--- src/rtl/serial_and_rx_if.sv ---
// Handshake bundle for serial_and_rx: the serial (a, b) beat stream going in,
// and the assembled word with its valid/ready pair coming out.
// With SERIAL_AND_RX_PARITY_EN defined, the bundle also carries q_par.
interface serial_and_rx_if #(
  parameter int WIDTH = 8
) ();

  logic             in_valid;
  logic             a;
  logic             b;
  logic             in_ready;
  logic [WIDTH-1:0] q;
  logic             q_valid;
  logic             q_ready;
`ifdef SERIAL_AND_RX_PARITY_EN
  logic             q_par;
`endif

  // The block itself: it consumes beats and produces words
  modport slave (
    input  in_valid,
    input  a,
    input  b,
    output in_ready,
    output q,
    output q_valid,
`ifdef SERIAL_AND_RX_PARITY_EN
    output q_par,
`endif
    input  q_ready
  );

  // The surrounding logic: it offers beats and takes words
  modport master (
    output in_valid,
    output a,
    output b,
    input  in_ready,
    input  q,
    input  q_valid,
`ifdef SERIAL_AND_RX_PARITY_EN
    input  q_par,
`endif
    output q_ready
  );

endinterface

--- src/rtl/serial_and_rx.sv ---
// serial_and_rx: collects WIDTH serial beats of (a, b), LSB first, into a word
// of a&b bits, then holds that word until the downstream side takes it.
// Optional feature: define SERIAL_AND_RX_PARITY_EN to add q_par, the XOR of
// all q bits. Without the macro the block has no q_par at all.
module serial_and_rx #(
  parameter int WIDTH = 8
) (
  input  logic          clk,
  input  logic          rst_n,
  input  logic          clr,
  serial_and_rx_if.slave bus
);

  // One extra bit so the counter can represent WIDTH itself
  localparam int CW = $clog2(WIDTH) + 1;

  typedef enum logic {
    COLLECT = 1'b0,
    HOLD    = 1'b1
  } state_t;

  state_t           r_state;
  state_t           w_nextState;
  logic [CW-1:0]    r_beatCount;
  logic [WIDTH-1:0] r_q;
  logic [WIDTH-1:0] w_qNext;
  logic             w_inReady;
  logic             w_qValid;
  logic             w_accept;
  logic             w_outTake;

  assign w_accept  = bus.in_valid && w_inReady;
  assign w_outTake = w_qValid && bus.q_ready;

  // State register; reset outranks clr, and both abandon any word in progress
  always_ff @(posedge clk) begin
    if (!rst_n || clr) begin
      r_state <= COLLECT;
    end else begin
      r_state <= w_nextState;
    end
  end

  // Next state: the beat that fills the top bit closes the word; a taken word reopens collection
  always_comb begin
    w_nextState = r_state;
    case (r_state)
      COLLECT: begin
        if (w_accept && (r_beatCount == CW'(WIDTH - 1))) begin
          w_nextState = HOLD;
        end
      end
      HOLD: begin
        if (w_outTake) begin
          w_nextState = COLLECT;
        end
      end
      default: w_nextState = COLLECT;
    endcase
  end

  // Outputs decoded from state; in_ready also drops while reset is asserted
  always_comb begin
    w_inReady = (r_state == COLLECT) && rst_n;
    w_qValid  = (r_state == HOLD);
  end

  // Place the incoming a&b bit at the slot selected by the beat counter
  always_comb begin
    w_qNext = r_q;
    for (int i = 0; i < WIDTH; i++) begin
      if (r_beatCount == CW'(i)) begin
        w_qNext[i] = bus.a & bus.b;
      end
    end
  end

  // Word and counter; a taken word is zeroed so the next one starts clean at bit 0
  always_ff @(posedge clk) begin
    if (!rst_n || clr) begin
      r_beatCount <= '0;
      r_q         <= '0;
    end else if (w_outTake) begin
      r_beatCount <= '0;
      r_q         <= '0;
    end else if (w_accept) begin
      r_beatCount <= r_beatCount + CW'(1);
      r_q         <= w_qNext;
    end
  end

  assign bus.in_ready = w_inReady;
  assign bus.q_valid  = w_qValid;
  assign bus.q        = r_q;
`ifdef SERIAL_AND_RX_PARITY_EN
  assign bus.q_par    = ^r_q;
`endif

endmodule

--- src/flat_wrapper.sv ---
// flat-port wrapper written by rule: the top's interface ports become plain ports
module serial_and_rx_flat 
#(
  parameter int WIDTH = 8
)
  (clk, rst_n, clr, bus_in_valid, bus_a, bus_b, bus_in_ready, bus_q, bus_q_valid, bus_q_ready);
  serial_and_rx_if #(.WIDTH(WIDTH)) bus_i ();
  input  logic clk;
  input  logic rst_n;
  input  logic clr;
  input wire logic [$bits(bus_i.in_valid)-1:0] bus_in_valid;
  input wire logic [$bits(bus_i.a)-1:0] bus_a;
  input wire logic [$bits(bus_i.b)-1:0] bus_b;
  output wire logic [$bits(bus_i.in_ready)-1:0] bus_in_ready;
  output wire logic [$bits(bus_i.q)-1:0] bus_q;
  output wire logic [$bits(bus_i.q_valid)-1:0] bus_q_valid;
  input wire logic [$bits(bus_i.q_ready)-1:0] bus_q_ready;
  assign bus_i.in_valid = bus_in_valid;
  assign bus_i.a = bus_a;
  assign bus_i.b = bus_b;
  assign bus_in_ready = bus_i.in_ready;
  assign bus_q = bus_i.q;
  assign bus_q_valid = bus_i.q_valid;
  assign bus_i.q_ready = bus_q_ready;
  serial_and_rx #(.WIDTH(WIDTH)) u_core (.clk(clk), .rst_n(rst_n), .clr(clr), .bus(bus_i));
endmodule
--- config.mk ---
export PLATFORM = sky130hd
export DESIGN_NAME = serial_and_rx_flat
export DESIGN_NICKNAME = d
export VERILOG_FILES = /design/src/rtl/serial_and_rx_if.sv /design/src/rtl/serial_and_rx.sv /design/src/flat_wrapper.sv
export SDC_FILE = /design/constraint.sdc
export NUM_CORES = 1
export LEC_CHECK = 0
export ABC_AREA = 0
export BUFFER_PORTS_ARGS = -buffer_cell sky130_fd_sc_hd__buf_2
export CAP_MARGIN = 10
export CORE_UTILIZATION = 35
export CTS_BUF_LIST = sky130_fd_sc_hd__clkbuf_2
export DETAILED_ROUTE_END_ITERATION = 8
export HOLD_SLACK_MARGIN = 0.03
export RECOVER_POWER = 100
export SLEW_MARGIN = 20
export SYNTH_ARGS = -nofsm -noshare
export SYNTH_HDL_FRONTEND = slang
export SYNTH_SLANG_ARGS = --single-unit
--- constraint.sdc ---
create_clock -name clk -period 1.7 [get_ports clk]
set_clock_uncertainty 0.05 [all_clocks]
set_input_delay 0.34 -clock clk [delete_from_list [all_inputs] [get_ports clk]]
set_output_delay 0.34 -clock clk [all_outputs]
set_load 0.03 [all_outputs]
After elaboration in Yosys (flattened, before gate mapping). Cells that the tools add are included.

Flip-flop bits (word level): 13. Bits of input ports: 7. Logic and storage cells: 39. Output and inout port bits: 10.

Add/sub/neg operators: 1. Bitwise operators: 2. Equality and inequality tests: 7. Reduce and logical (&&, ||, !) cells: 16. Mux-type cells: 3.

Operators with widths (count): 4-bit by 3-bit == test with 1-bit output, second input constant (4); 2-bit AND reduction (8); 4-bit by 2-bit == test with 1-bit output, second input constant (2); 4-bit by 1-bit adder with 4-bit output, second input constant (1); 4-bit by 1-bit == test with 1-bit output, second input constant (1); 1-bit logical AND (4); 4-bit zero test (1); 1-bit two-way mux (2); 1-bit one-hot mux with 2 select lines (1); 2-bit OR reduction (1); 1-bit AND (1); 1-bit zero test (1); 1-bit logical OR (1); 1-bit NOT (1).

Longest topological paths before layout.
Depth after elaboration: 6. Depth in mapped cells: 4. Depth with buffers taken out: 4.

Least setup slack after synthesis. Ideal clock, no wire load.

Path kind: register -> register. Start point: reg u_core.r_state, in the netlist u_core.bus.q_valid. End point: reg u_core.r_q[7], in the netlist u_core.bus.q[7]. Library setup time: 0.129 ns. Cell stages (with the launch flop): 4. Path buffers: 0. Data arrival time: 1.197 ns. Setup slack: 0.324 ns. Path through: dfxtp_1 > nand4b_4 > or3b_4 > mux2i_1.

Cells in the longest elaborated chain, start to end: 4. Elaborated cells on any way between the ends: 6. Classes of those cells: bitwise (1); reduce/logical (5).

RTL lines: start, declared (RTL line serial_and_rx.sv:22) `state_t r_state;`; start signal, assigned (RTL line serial_and_rx.sv:40) `r_state <= w_nextState;`; 1-bit NOT (RTL line serial_and_rx.sv:64) `w_inReady = (r_state == COLLECT) && rst_n;`; 1-bit logical AND (RTL line serial_and_rx.sv:64); 1-bit logical AND (RTL line serial_and_rx.sv:32) `assign w_accept = bus.in_valid && w_inReady;`; 2-bit AND reduction (no line); end signal, assigned (RTL line serial_and_rx.sv:88) `r_q <= w_qNext;`; end, declared (RTL line serial_and_rx.sv:25) `logic [WIDTH-1:0] r_q;`.

Several ways; a longest one is shown, not always the timed one. A chain may end at the register's enable or synchronous reset.

Final worst setup path.
Start point: reg u_core.r_state, in the netlist u_core.bus.q_valid. End point: out bus_in_ready.

Cells in the longest elaborated chain, start to end: 2.

RTL lines: 1-bit NOT (RTL line serial_and_rx.sv:64); 1-bit logical AND (RTL line serial_and_rx.sv:64); end, declared (RTL line flat_wrapper.sv:14) `output wire logic [$bits(bus_i.in_ready)-1:0] bus_in_ready;`.

No other way between the ends.

==> impl_metrics.toml <==
[run_status]
status = "completed"

[sta]
finalMaxSlewViolations = 0
hold_ws_ps = 297.2
fin_crit_ps = 1496
timing.final.hold_violations = 0
min_period_over_period_pct = 87.98
rsz0062_at_grt = "no"
fmax_mhz = 668.6
setup-tns-final_ps = 0
finalSetupViolCount = 0
max_slew_margin_pct = 71.17
tightest_slew_ps = 432.4

[synth]
synth_area_leaders = "dfxtp_1 (39%), mux2i_1 (14%), ha_1 (7.6%)"
syn_area_per_cell_um2 = 10.03
synth_area_leader_cell = "dfxtp_1"
syn_inst = 66
ys_warn_count = 0
ys_seq_area_share_pct = 39.32
yosysUniqueCellTypes = 24
synthDominantCellAreaShare_pct = 39.32
syn_area_um2 = 661.9
synth.net_count = 77
ys_ff_latch = 13

[floorplanning]
die_y_um = 45.49
core_um2 = 1745
io_pins = 17
design.die.area_um2 = 2069
floorplan.rows = 15
start_util_pct = 37.92
fp.dieW_um = 45.49

[detailed_routing]
num_vias = 525
ant_nets = 0
vias_per_cell = 4.730
wl_per_cell_um = 11.72
drc_errors = 0
routed_wl_um = 1301
drtIter0Drc = 14
dr.pass1.iters = 4

[global_route]
track_usage_pct = 13.83
grt_max_degree = 11
antenna_found_initial = 0
overflow = 0
first_global_vias = 434
grt_pass1_wl_um = 1966

[final_layout]
final_net_count = 98
syn2layout_area_growth_pct = 17.96
layout.cells.most_common = "dfxtp_1"
fin_area_um2 = 780.7
drive_above_1_share_pct = 15.12
n_antenna_cell = 0
most-common-layout-cells = "dfxtp_1 (13), clkbuf_1 (11), mux2i_1 (9)"

[setup_path]
r2r_start = "u_core.bus.q_valid"
path_max_fanout = 8
crit_cells = 2
arrival_ps = 1110
cpPeakStageDelay_ps = 400
crit_path_end = "bus_in_ready"
timing.rr.end = "u_core.bus.q[7]"
required_ps = 1310
critPathLaunch = "u_core.bus.q_valid"
crit_buf_inv = 1
cp_top_family = "flip-flops"
cp_slowest_cell = "dfxtp_1"
ff2ff_path_depth = 3
setup.worst_path.end_class = "output pin"
crit_type = "reg -> out"
r2r_slack_ps = 350
crit_chain = "nor2b_1 -> clkbuf_1"
critPathLaunchType = "flop"

[power]
p_int_mw = 0.3845
total_power_mw = 0.5163
comb_power_share_pct = 7.6
max-vdd-ir-drop_v = 0.0003466
p_sw_mw = 0.1318
p_per_area_nw_per_um2 = 661.2
p_clk_share_pct = 32.8
p_leak_nw = 0.3208
power_frac_seq_pct = 59.6
power.switching_fraction_pct = 25.52

[place]
place_area_um2 = 779.5
dpl.hpwl_um = 920.1
numPortBuffers = 16
gp_congestion = 0.7593

[clock_network]
cts_buffer_depth = 2
cts.sinks = 13
cts-root-buf = "clkbuf_2"
cts_resized = 0
clk_latency_ps = 290
h-tree-depth = 1
cts_buffers = 3
cts_tree = "built"
post_cts_buffers = 0
path_clk_slew_ps = 120
ctsHoldBuffers = 0

[hold_path]
min_path_type = "in -> reg"

[run]
maxCapViolCount = 0
-- state kept, by name (all words and copies together), names as in the netlist --
name	count
u_core.bus.q	8
u_core.r_beatCount	4
u_core.bus.q_valid	1
-- metrics by stage --
stage	worst slack (ps)	instances	util (%)
after global routing	136.2	111	44.73
after floorplan	323.6	66	-
after detailed placement	333.1	107	44.66
final	204.3	111	44.73
after CTS	298.7	111	45.81
after global placement	347.7	107	44.66
-- per-layer routing --
layer,vias up,part of all wire [%],GRT usage [%]
li1,273,-,-
met1,231,52,18.89
met2,16,39,18.86
met3,5,5.1,2.381
met4,0,2.9,10.91
met5,-,0,0
-- cell type report --
type	instances	area [µm²]
inverter	2	7.507
clock buffer	4	20.02
fill	197	964.7
sequential	13	260.3
multi-input combinational	49	382.9
tap	25	31.28
timing repair buffer	18	78.83
-- cells by family (layout without fill, tap and decap cells) --
| logic type | count (synthesis) | after routing | share of synthesized area (%) |
|---|---|---|---|
| flops | 13 | 13 | 39.32 |
| fa+ha+maj | 4 | 4 | 7.562 |
| xor+xnor | 2 | 2 | 2.647 |
| compound gates | 3 | 3 | 2.645 |
| simple gates | 31 | 31 | 31.76 |
| mux | 9 | 9 | 13.61 |
| buf+inv | 4 | 24 | 2.457 |
-- synth_stat cells --
master,number
dfxtp_1,13
mux2i_1,9
nand3_1,8
nand3b_1,5
ha_1,4
nand2_1,3
nor2_1,3
nor3b_1,3
inv_1,2
nor2b_1,2
a21boi_1,1
a21oi_1,1
and4bb_2,1
buf_1,1
buf_2,1
nand2b_1,1
nand4_1,1
nand4b_1,1
nand4b_4,1
o21ai_0,1
or3_1,1
or3b_4,1
xnor2_1,1
xor2_1,1
-- power by group through the flow --
stage               Clock, mW  Combinational (mW)  Sequential [mW]
floorplan                   0              0.0220            0.315
global placement            0              0.0393            0.314
detailed placement          0              0.0395            0.314
CTS                     0.174              0.0398            0.308
global route            0.184              0.0431            0.308
finish                  0.170              0.0392            0.308
-- worst min path at each step --
stage	start	to	slack [ps]	cells past startpoint
floorplan	bus_q_ready	u_core.bus.q_valid	470	2
CTS	bus_q_ready	u_core.bus.q_valid	280	3
detailed placement	u_core.bus.q[5]	u_core.bus.q[5]	410	2
global placement	u_core.bus.q[5]	u_core.bus.q[5]	410	2
finish	bus_q_ready	u_core.bus.q_valid	300	3
global route	bus_q_ready	u_core.bus.q_valid	310	3
-- worst reg2reg max path, stage by stage, from the launching register on --
cell,delay (ps)
dfxtp_1,400
nand4b_4,230
or3b_1,430
mux2i_1,130
Note: power is estimated with default switching activity, not from simulation.
